## config.mk

```make
export PLATFORM = sky130hd
export DESIGN_NAME = button_event_ctrl_flat
export DESIGN_NICKNAME = d
export VERILOG_FILES = /design/src/rtl/button_evt_pkg.sv /design/src/rtl/button_event_ctrl_if.sv /design/src/rtl/evt_fifo.sv /design/src/rtl/button_event_ctrl.sv /design/src/flat_wrapper.sv
export SDC_FILE = /design/constraint.sdc
export NUM_CORES = 1
export LEC_CHECK = 0
export ABC_CLOCK_PERIOD_IN_PS = 4200
export CAP_MARGIN = 20
export CORE_ASPECT_RATIO = 1.25
export CORE_MARGIN = 2
export CORE_UTILIZATION = 40
export DETAILED_ROUTE_END_ITERATION = 7
export GPL_TIMING_DRIVEN = 1
export PLACE_DENSITY = 0.59
export SETUP_SLACK_MARGIN = 0.5
export SLEW_MARGIN = 20
export SYNTH_ARGS = -nofsm -noshare
export SYNTH_HDL_FRONTEND = slang
export SYNTH_SLANG_ARGS = --single-unit
```

## constraint.sdc

```tcl
create_clock -name clk_i -period 4.2 [get_ports clk_i]
set_clock_uncertainty 0.2 [all_clocks]
set_input_delay 0.84 -clock clk_i [delete_from_list [all_inputs] [get_ports clk_i]]
set_output_delay 0.84 -clock clk_i [all_outputs]
set_load 0.02 [all_outputs]
```

## src/rtl/button_evt_pkg.sv

```systemverilog
// Shared types for the button event classifier: event codes, FSM states, helpers.
package button_evt_pkg;

  localparam int unsigned EvtCodeW = 2;

  typedef enum logic [EvtCodeW-1:0] {
    NONE   = 2'd0,
    SHORT  = 2'd1,
    DOUBLE = 2'd2,
    LONG   = 2'd3
  } evt_code_e;

  typedef enum logic [1:0] {
    IDLE   = 2'd0,
    PRESS1 = 2'd1,
    WAIT2  = 2'd2,
    HELD   = 2'd3
  } state_e;

  function automatic int unsigned max_u(input int unsigned a, input int unsigned b);
    return (a > b) ? a : b;
  endfunction

endpackage

```

## src/rtl/button_event_ctrl_if.sv

```systemverilog
// Event stream from the classifier FIFO head to its consumer (valid/ready).
interface button_event_ctrl_if;
  import button_evt_pkg::*;

  logic      evt_valid_o;
  evt_code_e evt_code_o;
  logic      evt_ready_i;

  modport master (output evt_valid_o, output evt_code_o, input evt_ready_i);
  modport slave  (input evt_valid_o, input evt_code_o, output evt_ready_i);

endinterface

```

## src/rtl/evt_fifo.sv

```systemverilog
// Small event FIFO with registered head (valid/data) and a drop indication for full pushes.
module evt_fifo #(
  parameter int unsigned Width = 2,
  parameter int unsigned Depth = 4
) (
  input  logic             clk,
  input  logic             rst_n,
  input  logic             push,
  input  logic [Width-1:0] wdata,
  output logic             drop_c,
  output logic             valid,
  output logic [Width-1:0] rdata,
  input  logic             ready
);
  localparam int unsigned PtrW = $clog2(Depth);
  localparam int unsigned CntW = $clog2(Depth + 1);

  logic [Width-1:0] mem [Depth];
  logic [PtrW-1:0]  wr_ptr;
  logic [PtrW-1:0]  rd_ptr;
  logic [PtrW-1:0]  rd_ptr_n;
  logic [CntW-1:0]  count;
  logic [CntW-1:0]  count_n;
  logic             full;
  logic             do_push_c;
  logic             do_pop_c;
  logic [Width-1:0] head_n;

  // A full FIFO still accepts a push when the head leaves in the same cycle.
  always_comb begin
    do_pop_c  = valid & ready;
    do_push_c = push & (~full | do_pop_c);
    drop_c    = push & full & ~do_pop_c;
    rd_ptr_n  = do_pop_c ? PtrW'(rd_ptr + 1'b1) : rd_ptr;
    count_n   = count + CntW'(do_push_c) - CntW'(do_pop_c);
    head_n    = '0;
    if (count_n != '0) begin
      head_n = (do_push_c && (rd_ptr_n == wr_ptr)) ? wdata : mem[rd_ptr_n];
    end
  end

  always_ff @(posedge clk) begin
    if (do_push_c) begin
      mem[wr_ptr] <= wdata;
    end
  end

  always_ff @(posedge clk or negedge rst_n) begin
    if (!rst_n) begin
      wr_ptr <= '0;
      rd_ptr <= '0;
      count  <= '0;
      full   <= 1'b0;
      valid  <= 1'b0;
      rdata  <= '0;
    end else begin
      if (do_push_c) begin
        wr_ptr <= PtrW'(wr_ptr + 1'b1);
      end
      rd_ptr <= rd_ptr_n;
      count  <= count_n;
      full   <= (count_n == CntW'(Depth));
      valid  <= (count_n != '0);
      rdata  <= head_n;
    end
  end

endmodule

```

## src/rtl/button_event_ctrl.sv

```systemverilog
// Classifies debounced button presses into SHORT / DOUBLE / LONG events and queues them
// for a valid/ready consumer; drops on a full queue are flagged by a sticky overflow.
module button_event_ctrl
  import button_evt_pkg::*;
#(
  parameter int unsigned LongCycles = 50_000_000,
  parameter int unsigned DblCycles  = 25_000_000,
  parameter int unsigned FifoDepth  = 4
) (
  input  logic                clk_i,
  input  logic                rst_ni,
  input  logic                en_i,
  input  logic                db_level_i,
  input  logic                ovf_clr_i,
  output logic                overflow_o,
  button_event_ctrl_if.master evt
);
  localparam int unsigned TimerMax = max_u(LongCycles, DblCycles);
  localparam int unsigned TimerW   = $clog2(TimerMax + 1);
  localparam logic [TimerW-1:0] LongLast = TimerW'(LongCycles - 1);
  localparam logic [TimerW-1:0] DblLast  = TimerW'(DblCycles - 1);

  state_e              state;
  logic [TimerW-1:0]   timer;
  logic                prev_level;
  logic                armed;
  logic                press_edge_c;
  logic                release_edge_c;
  logic                long_hit_c;
  logic                dbl_hit_c;
  logic                push_c;
  evt_code_e           push_code_c;
  logic                drop_c;
  logic [EvtCodeW-1:0] head_code;

  // armed stays low until the level is seen low, so a press held through reset is ignored.
  assign press_edge_c   = db_level_i & ~prev_level & armed;
  assign release_edge_c = ~db_level_i & prev_level;
  assign long_hit_c     = db_level_i & (timer == LongLast);
  assign dbl_hit_c      = (timer == DblLast);

  // Event trigger; written into the FIFO on the same edge the FSM takes the transition.
  always_comb begin
    push_c      = 1'b0;
    push_code_c = NONE;
    if (en_i) begin
      case (state)
        PRESS1: begin
          if (long_hit_c) begin
            push_c      = 1'b1;
            push_code_c = LONG;
          end
        end
        WAIT2: begin
          if (press_edge_c) begin
            push_c      = 1'b1;
            push_code_c = DOUBLE;
          end else if (dbl_hit_c) begin
            push_c      = 1'b1;
            push_code_c = SHORT;
          end
        end
        default: begin
        end
      endcase
    end
  end

  always_ff @(posedge clk_i or negedge rst_ni) begin
    if (!rst_ni) begin
      state      <= IDLE;
      timer      <= '0;
      prev_level <= 1'b0;
      armed      <= 1'b0;
    end else begin
      prev_level <= db_level_i;
      armed      <= armed | ~db_level_i;
      if (!en_i) begin
        state <= IDLE;
        timer <= '0;
      end else begin
        timer <= (timer == '1) ? timer : TimerW'(timer + 1'b1);
        case (state)
          IDLE: begin
            if (press_edge_c) begin
              state <= PRESS1;
              timer <= '0;
            end
          end
          PRESS1: begin
            if (long_hit_c) begin
              state <= HELD;
              timer <= '0;
            end else if (release_edge_c) begin
              state <= WAIT2;
              timer <= '0;
            end
          end
          WAIT2: begin
            if (press_edge_c) begin
              state <= HELD;
              timer <= '0;
            end else if (dbl_hit_c) begin
              state <= IDLE;
              timer <= '0;
            end
          end
          HELD: begin
            if (release_edge_c) begin
              state <= IDLE;
              timer <= '0;
            end
          end
          default: begin
            state <= IDLE;
            timer <= '0;
          end
        endcase
      end
    end
  end

  // Sticky drop flag; a drop in the same cycle as a clear keeps it set.
  always_ff @(posedge clk_i or negedge rst_ni) begin
    if (!rst_ni) begin
      overflow_o <= 1'b0;
    end else if (drop_c) begin
      overflow_o <= 1'b1;
    end else if (ovf_clr_i) begin
      overflow_o <= 1'b0;
    end
  end

  evt_fifo #(
    .Width (EvtCodeW),
    .Depth (FifoDepth)
  ) u_fifo (
    .clk    (clk_i),
    .rst_n  (rst_ni),
    .push   (push_c),
    .wdata  (push_code_c),
    .drop_c (drop_c),
    .valid  (evt.evt_valid_o),
    .rdata  (head_code),
    .ready  (evt.evt_ready_i)
  );

  assign evt.evt_code_o = evt_code_e'(head_code);

endmodule
```

## src/flat_wrapper.sv

```systemverilog
// flat-port wrapper written by rule: the top's interface ports become plain ports
module button_event_ctrl_flat import button_evt_pkg::*;
#(
  parameter int unsigned LongCycles = 50_000_000,
  parameter int unsigned DblCycles  = 25_000_000,
  parameter int unsigned FifoDepth  = 4
)
  (clk_i, rst_ni, en_i, db_level_i, ovf_clr_i, overflow_o, evt_evt_valid_o, evt_evt_code_o, evt_evt_ready_i);
  button_event_ctrl_if evt_i ();
  input  logic clk_i;
  input  logic rst_ni;
  input  logic en_i;
  input  logic db_level_i;
  input  logic ovf_clr_i;
  output logic overflow_o;
  output wire logic [$bits(evt_i.evt_valid_o)-1:0] evt_evt_valid_o;
  output wire logic [$bits(evt_i.evt_code_o)-1:0] evt_evt_code_o;
  input wire logic [$bits(evt_i.evt_ready_i)-1:0] evt_evt_ready_i;
  assign evt_evt_valid_o = evt_i.evt_valid_o;
  assign evt_evt_code_o = evt_i.evt_code_o;
  assign evt_i.evt_ready_i = evt_evt_ready_i;
  button_event_ctrl #(.LongCycles(LongCycles), .DblCycles(DblCycles), .FifoDepth(FifoDepth)) u_core (.clk_i(clk_i), .rst_ni(rst_ni), .en_i(en_i), .db_level_i(db_level_i), .ovf_clr_i(ovf_clr_i), .overflow_o(overflow_o), .evt(evt_i));
endmodule
```

=== Yosys cells after proc, flatten, opt, wreduce, memory -nomap -nowiden ===
Memory sizes are Yosys's and may differ from the RTL's.
Index checks and enable logic that the tools add are counted.

* Bits in registers: 42
* Memory bits (writable): 8
* Input port bits: 6
* Output and inout port bits: 4
* Word-level logic and storage cells: 81
* Memories kept: 1

{| class="wikitable"
|+ Memories
! name !! words !! width !! read ports !! clocked after memory_dff !! write ports !! line !! RTL
|-
| u_core.u_fifo.mem || 4 || 2 || 1 || 0 || 1 || evt_fifo.sv:18 || <nowiki>logic [Width-1:0] mem [Depth];</nowiki>
|}

* Add/subtract/negate cells: 5
* Equality and inequality tests: 12
* Mux-type cells: 33
* Bitwise gates (word level): 14
* Reduce and logical (&&, ||, !) cells: 5

{| class="wikitable"
|+ Operators with widths
! operator !! count
|-
| $mux W26 || 7
|-
| $pmux W26 S4 || 1
|-
| $eq A26 B26 Y1 const B || 2
|-
| $add A26 B1 Y26 const B || 1
|-
| $eq A26 B25 Y1 const B || 1
|-
| $mux W2 || 13
|-
| $mux W1 || 9
|-
| $and A1 B1 Y1 || 8
|-
| $ne A4 B2 Y1 const B || 2
|-
| $pmux W2 S4 || 1
|-
| $ne A3 B2 Y1 const B || 2
|-
| $add A2 B1 Y2 const B || 2
|-
| $eq A2 B2 Y1 const B || 2
|-
| $not A1 Y1 || 4
|-
| $pmux W2 S2 || 1
|-
| $reduce_and A4 Y1 || 1
|-
| $add A3 B1 Y3 || 1
|-
| $eq A3 B3 Y1 const B || 1
|-
| $reduce_bool A3 Y1 || 1
|-
| $sub A3 B1 Y3 || 1
|-
| $eq A2 B1 Y1 const B || 1
|-
| $eq A2 B2 Y1 || 1
|-
| $logic_not A2 Y1 || 1
|-
| $or A1 B1 Y1 || 2
|-
| other kinds (3) || 3
|}

=== Longest topological paths before layout ===
Gate-level depths: netlist of the first run.

* Word-level depth: 11
* Gate-level depth with buffers: 15

=== By module ===
Synthesis of the first run repeated with hierarchy kept, for this count alone.

* Cell total of the unflattened synthesis: 284
* Area, all modules: 2807.7 µm²

{| class="wikitable"
|+ Modules (own cells, without submodules)
! module !! instances !! cells each !! area an instance (µm²) !! seq. area each (µm²)
|-
| button_event_ctrl || 1 || 200 || 1819.2 || 775.7
|-
| evt_fifo || 1 || 84 || 988.4 || 515.5
|}

=== Worst setup path before layout of the first run ===
OpenSTA, ideal clock, no wires.

* Path kind: register to register
* Start: reg u_core.timer[7]
* End: reg u_core.u_fifo.rdata[0]
* Arrival time: 3635 ps
* Path slack: 238 ps
* Stages on the path, launching flop included: 14
* Buffers on the path: 0
* Cells stage by stage: dfrtp_1 or4_4 or4_2 o21a_1 a21oi_2 inv_1 ha_1 inv_1 ha_1 fa_1 xnor2_1 or3_1 o21ai_0 mux2i_1

* Longest elaborated chain between the ends: 10
* Elaborated cells on any way between the ends: 20
* Classes of those cells: add/sub: 2; eq/ne: 2; mux: 12; bitwise: 2; reduce/logical: 2

{| class="wikitable"
|+ RTL lines
! element !! line !! RTL
|-
| start, declared || button_event_ctrl.sv:24 || <nowiki>logic [TimerW-1:0] timer;</nowiki>
|-
| start signal, assigned || button_event_ctrl.sv:82 || <nowiki>timer <= (timer == '1) ? timer : TimerW'(timer + 1'b1);</nowiki>
|-
| $eq A26 B25 Y1 or $eq A26 B26 Y1 (tied branches) || button_event_ctrl.sv:40, button_event_ctrl.sv:39 ||
|-
| $mux W1 or $and A1 B1 Y1 (tied branches) || button_event_ctrl.sv:58, button_event_ctrl.sv:39 ||
|-
| $mux W1, on equally long branches || button_event_ctrl.sv:55, button_event_ctrl.sv:49 ||
|-
| $pmux W1 S2 * || button_event_ctrl.sv:47 || <nowiki>case (state)</nowiki>
|-
| $mux W1 * || button_event_ctrl.sv:46 || <nowiki>if (en_i) begin</nowiki>
|-
| $and A1 B1 Y1 * || evt_fifo.sv:32 || <nowiki>do_push_c = push & (~full | do_pop_c);</nowiki>
|-
| $add A3 B1 Y3 * || evt_fifo.sv:35 || <nowiki>count_n = count + CntW'(do_push_c) - CntW'(do_pop_c);</nowiki>
|-
| $sub A3 B1 Y3 * || evt_fifo.sv:35 ||
|-
| via u_core.u_fifo.count_n[2] || evt_fifo.sv:23 || <nowiki>logic [CntW-1:0] count_n;</nowiki>
|-
| $reduce_bool A3 Y1 * || evt_fifo.sv:37 || <nowiki>if (count_n != '0) begin</nowiki>
|-
| $mux W2 * || evt_fifo.sv:37 ||
|-
| via u_core.u_fifo.head_n[0] || evt_fifo.sv:27 || <nowiki>logic [Width-1:0] head_n;</nowiki>
|-
| end signal, assigned || evt_fifo.sv:64 || <nowiki>rdata <= head_n;</nowiki>
|-
| end, declared || evt_fifo.sv:12 || <nowiki>output logic [Width-1:0] rdata,</nowiki>
|}

The timed path passes the listed nets; every way through them passes the cells marked *.
A chain may end at the register's enable or synchronous reset.

=== Worst setup path in the final report of the first run ===
* Start: reg u_core.timer[8]
* End: reg u_core.u_fifo.rdata[0]

The elaborated chain is that of the path after synthesis.

==> results.yml, run 1 <==
logic_synthesis:
  synth_simple_gate_area_frac: 0.2417
  synthMuxAreaShare: 0.02928
  syn-instance-count: 294
  xor_xnor_share_of_the_synthesized_area: 0.08197
  netlist-cell-type-count: 56
  synthesis.area_per_instance_um2: 10.18
  synth.cell_area_um2: 2992
  dominant_combinational_cell_family_by_area_after_synthesis: "simple AND/OR/NAND/NOR gates"
  synth_edf_count: 8
  synth_compound_gate_area_share: 0.1092
  synth_nets: 313
  ys_ff_latch: 50
  seq_area_frac_synth: 0.4316
  synth_warnings: 0
  synth_area_in_adders: 0.05688
  synthArstFlopShare: 0.8400
  synth_flop_cell: "sky130_fd_sc_hd__dfrtp_1"
sta:
  layout_min_cycle_time_ns: 3.709
  fmaxAchievable_mhz: 269.6
  slew-limit-headroom: 0.3395
  maxSlewViolCount: 0
  finalCritPeriodShare: 0.8831
  totalNegativeSetupSlack_ns: 0
  unrepaired_setup_endpoints_after_global_routing: "true"
  hold_viol: 0
  max_slew.worst_pin.slew_ns: 0.9896
  setup_viol: 0
job:
  drv.max_cap_violation_count: 0
setup_path:
  max_stage_delay_ns: 0.53
  crit_fanout: 4
  cp_data_arrival_time_ns: 3.70
  worst_setup_path_end_kind: "flip-flop"
  startpoint_type: "flip-flop"
  crit_path_start: "u_core.timer[8]"
  crit_chain: "or4_4 -> or4_4 -> o21a_1 -> a21oi_2 -> inv_1 -> ha_1 -> inv_1 -> ha_2 -> fa_2 -> or3_4 -> o21ai_2 -> mux2i_1"
  worst_ep_required_time_ns: 4.20
  crit_slowest_cell: "sky130_fd_sc_hd__or4_4"
  timing_worst_setup_path_type: "flip-flop to flip-flop"
  worstReg2RegStart: "u_core.timer[8]"
placed_design:
  numPortBuffers: 9
  post-place-cells: 390
  gpl.final_weighted_congestion: 0.7692
  place_hpwl_um: 4633
  placedInstanceArea_um2: 3169
routing:
  ant_nets: 0
  dr.pass1.iters: 4
  finalWirelength_um: 6769
  drt_drc_violations_left: 0
  route.top_layer_used: "met4"
  vias_per_cell: 5.656
  met1_length_um: 2954
  drt_first_iter_violations: 71
  detail_route.wl_per_cell_um: 16.39
  num_vias: 2336
  length_of_routed_met3_wiring_um: 245
  met2_wirelength_um: 3443
die:
  initial_core_util: 0.4091
  die_w_um: 81.35
  chipHeight_um: 100.7
  fp.dieArea_um2: 8191
  ios: 10
  design.core.area_um2: 7313
  fp-row-count: 35
grt:
  grt_pass1_vias: 2309
  grt_antenna_before_repair: 0
  grt_first_pass_wirelength_um: 11250
  globalRoute.totalOverflow: 0
  grt_max_degree: 43
  grt_util_overall: 0.1773
power:
  worst_ir_drop_vdd_mv: 0.2922
  power_report.internal_total_w: 0.0009144
  sw_frac_of_total: 0.3561
  p_seq_frac: 0.421
  relative_contribution_of_the_clock_network_to_total_power: 0.219
  pleak_nw: 1.296
  pwr_density_cell_nw_per_um2: 415.0
  finalPower_w: 0.001420
  switchingPower_w: 0.0005058
  power.combinational.fraction: 0.360
clock_network:
  clk_lat_worst_skew_ns: 0.32
  cts-root-buf: "sky130_fd_sc_hd__clkbuf_8"
  cts-buffers-inserted: 5
  tritoncts: "built"
  clkSlewWorstSetupHoldPaths_ns: 0.11
  postCtsHoldBufs: 0
  cts.sinks: 50
  clk_path_buf_depth: 2
  htree_num_levels: 2
worst_hold_path:
  min_path_type: "input port to asynchronous set/reset pin"
finish:
  most_common_cell_after_layout_fill_and_taps_aside: "sky130_fd_sc_hd__dfrtp_1"
  final_design_area_no_fill_um2: 3422
  layoutNonFillerInstCount: 413
  layout.cells.most_common_list: "40 x sky130_fd_sc_hd__dfrtp_1, 29 x sky130_fd_sc_hd__nor3_1, 19 x sky130_fd_sc_hd__buf_4"
  post_route_cells_drive_above_1_share: 0.1620
  antenna_cells_inserted: 0
  synthToLayoutAreaGrowth_pct: 14.39
  final_core_utilization: 0.4679
  fin_nets: 339
status:
  status: "complete, no violations"
power groups by stage:
stage / Clock, W / Sequential [W] / Combinational (W)
after detailed placement: 0 / 0.000608 / 0.000462
final: 0.000310 / 0.000598 / 0.000512
after floorplan: 0 / 0.000606 / 0.000363
after CTS: 0.000317 / 0.000598 / 0.000502
after global routing: 0.000343 / 0.000607 / 0.000565
after global placement: 0 / 0.000605 / 0.000455
logic make-up after synthesis:
family                   count (synthesis)
AO/OA/AOI/OAI                           43
adder cells (fa/ha/maj)                 13
multiplexers                             6
AND/OR/NAND/NOR                        126
flip-flops                              50
buffers and inverters                   28
XOR/XNOR                                28
through the flow:
stage	hold slack, ns	setup slack (ns)
after floorplan	0.2502	0.4148
final	0.2215	0.4911
after global routing	0.2302	0.3703
after global placement	0.2724	0.1073
after detailed placement	0.2810	0.05544
after CTS	0.3094	0.4922
sequential cells by signal, summed over array words and instances, names as in the netlist:
name / flops
u_core.state: 2
u_core.u_fifo.wr_ptr: 2
u_core.u_fifo.valid: 1
u_core.prev_level: 1
u_core.overflow_o: 1
u_core.armed: 1
u_core.timer: 26
u_core.u_fifo.mem: 8
u_core.u_fifo.full: 1
u_core.u_fifo.count: 3
u_core.u_fifo.rd_ptr: 2
u_core.u_fifo.rdata: 2
cells in the mapped netlist, drive strengths merged (3+ instances only):
cell type	number	share of area
edfxtp	8	0.080
nand2	16	0.020
o21ai	3	0.0050
and2	5	0.011
a2111oi	5	0.015
and4	5	0.015
a21oi	10	0.018
or4	5	0.017
o31ai	6	0.015
nand4	9	0.019
a211oi	6	0.015
xnor2	16	0.047
nand3	17	0.028
and3	6	0.013
clkbuf	4	0.0084
nor3	29	0.049
xor2	12	0.035
ha	12	0.050
dfrtp	42	0.35
nor4	9	0.019
o21a	3	0.0075
or3	7	0.015
nor2	9	0.011
inv	18	0.023
buf	5	0.015
critical path: cells and delay by family (launching register included):
family,cells,cell delay [ns]
AO/OA/AOI/OAI,3,0.44
adder cells (fa/ha/maj),3,0.87
buffers and inverters,2,0.10
flip-flops,1,0.42
multiplexers,1,0.08
AND/OR/NAND/NOR,3,1.46
path summary, 6_finish.rpt:
| path | end | slack [ns] | depth (start not counted) |
|---|---|---|---|
| hold reg to reg | u_core.overflow_o | 0.31 | 1 |
| setup reg to reg | u_core.u_fifo.rdata[0] | 0.49 | 12 |
| hold / removal | u_core.u_fifo.wr_ptr[1] | 0.22 | 1 |
| min in group clk_i | u_core.overflow_o | 0.31 | 1 |
| max in group asynchronous | u_core.timer[15] | 3.08 | 2 |
| setup / recovery | u_core.u_fifo.rdata[0] | 0.49 | 12 |
cell type report:
| cell class | count | area [um^2] |
|---|---|---|
| Fill cell | 677 | 3891 |
| Clock buffer | 5 | 68.82 |
| Clock inverter | 3 | 28.78 |
| Inverter | 18 | 67.56 |
| Tap cell | 92 | 115.1 |
| Multi-Input combinational cell | 216 | 1600 |
| Timing Repair Buffer | 29 | 247.7 |
| Sequential cell | 50 | 1294 |
routing by layer:
| layer | GRT usage | vias to the layer above |
|---|---|---|
| met5 | 0 | - |
| met4 | 0.06649 | 0 |
| met2 | 0.3033 | 56 |
| li1 | - | 1143 |
| met1 | 0.2221 | 1125 |
| met3 | 0.02867 | 12 |
repair_timing:
item / CTS / global route
endpoints found under the setup margin: 2 / 3
gates resized for setup: 6 / 2
pin swaps: 9 / 4
buffers inserted: 12 / 2
gates cloned: 0 / 0
Power figures use the tool's default switching activity.
==> run 2: changes to the inputs <==
--- a/constraint.sdc
+++ b/constraint.sdc
@@ -4,2 +4,2 @@
 set_output_delay 0.84 -clock clk_i [all_outputs]
-set_load 0.02 [all_outputs]
+set_load 0.1 [all_outputs]
==> results of run 2 <==
The final DEF is identical to that of run 1. Status: complete, no violations.
Main changes from that run: total power 0.001420 W -> 0.001463 W; worst IR drop on VDD 0.2922 mV -> 0.2923 mV
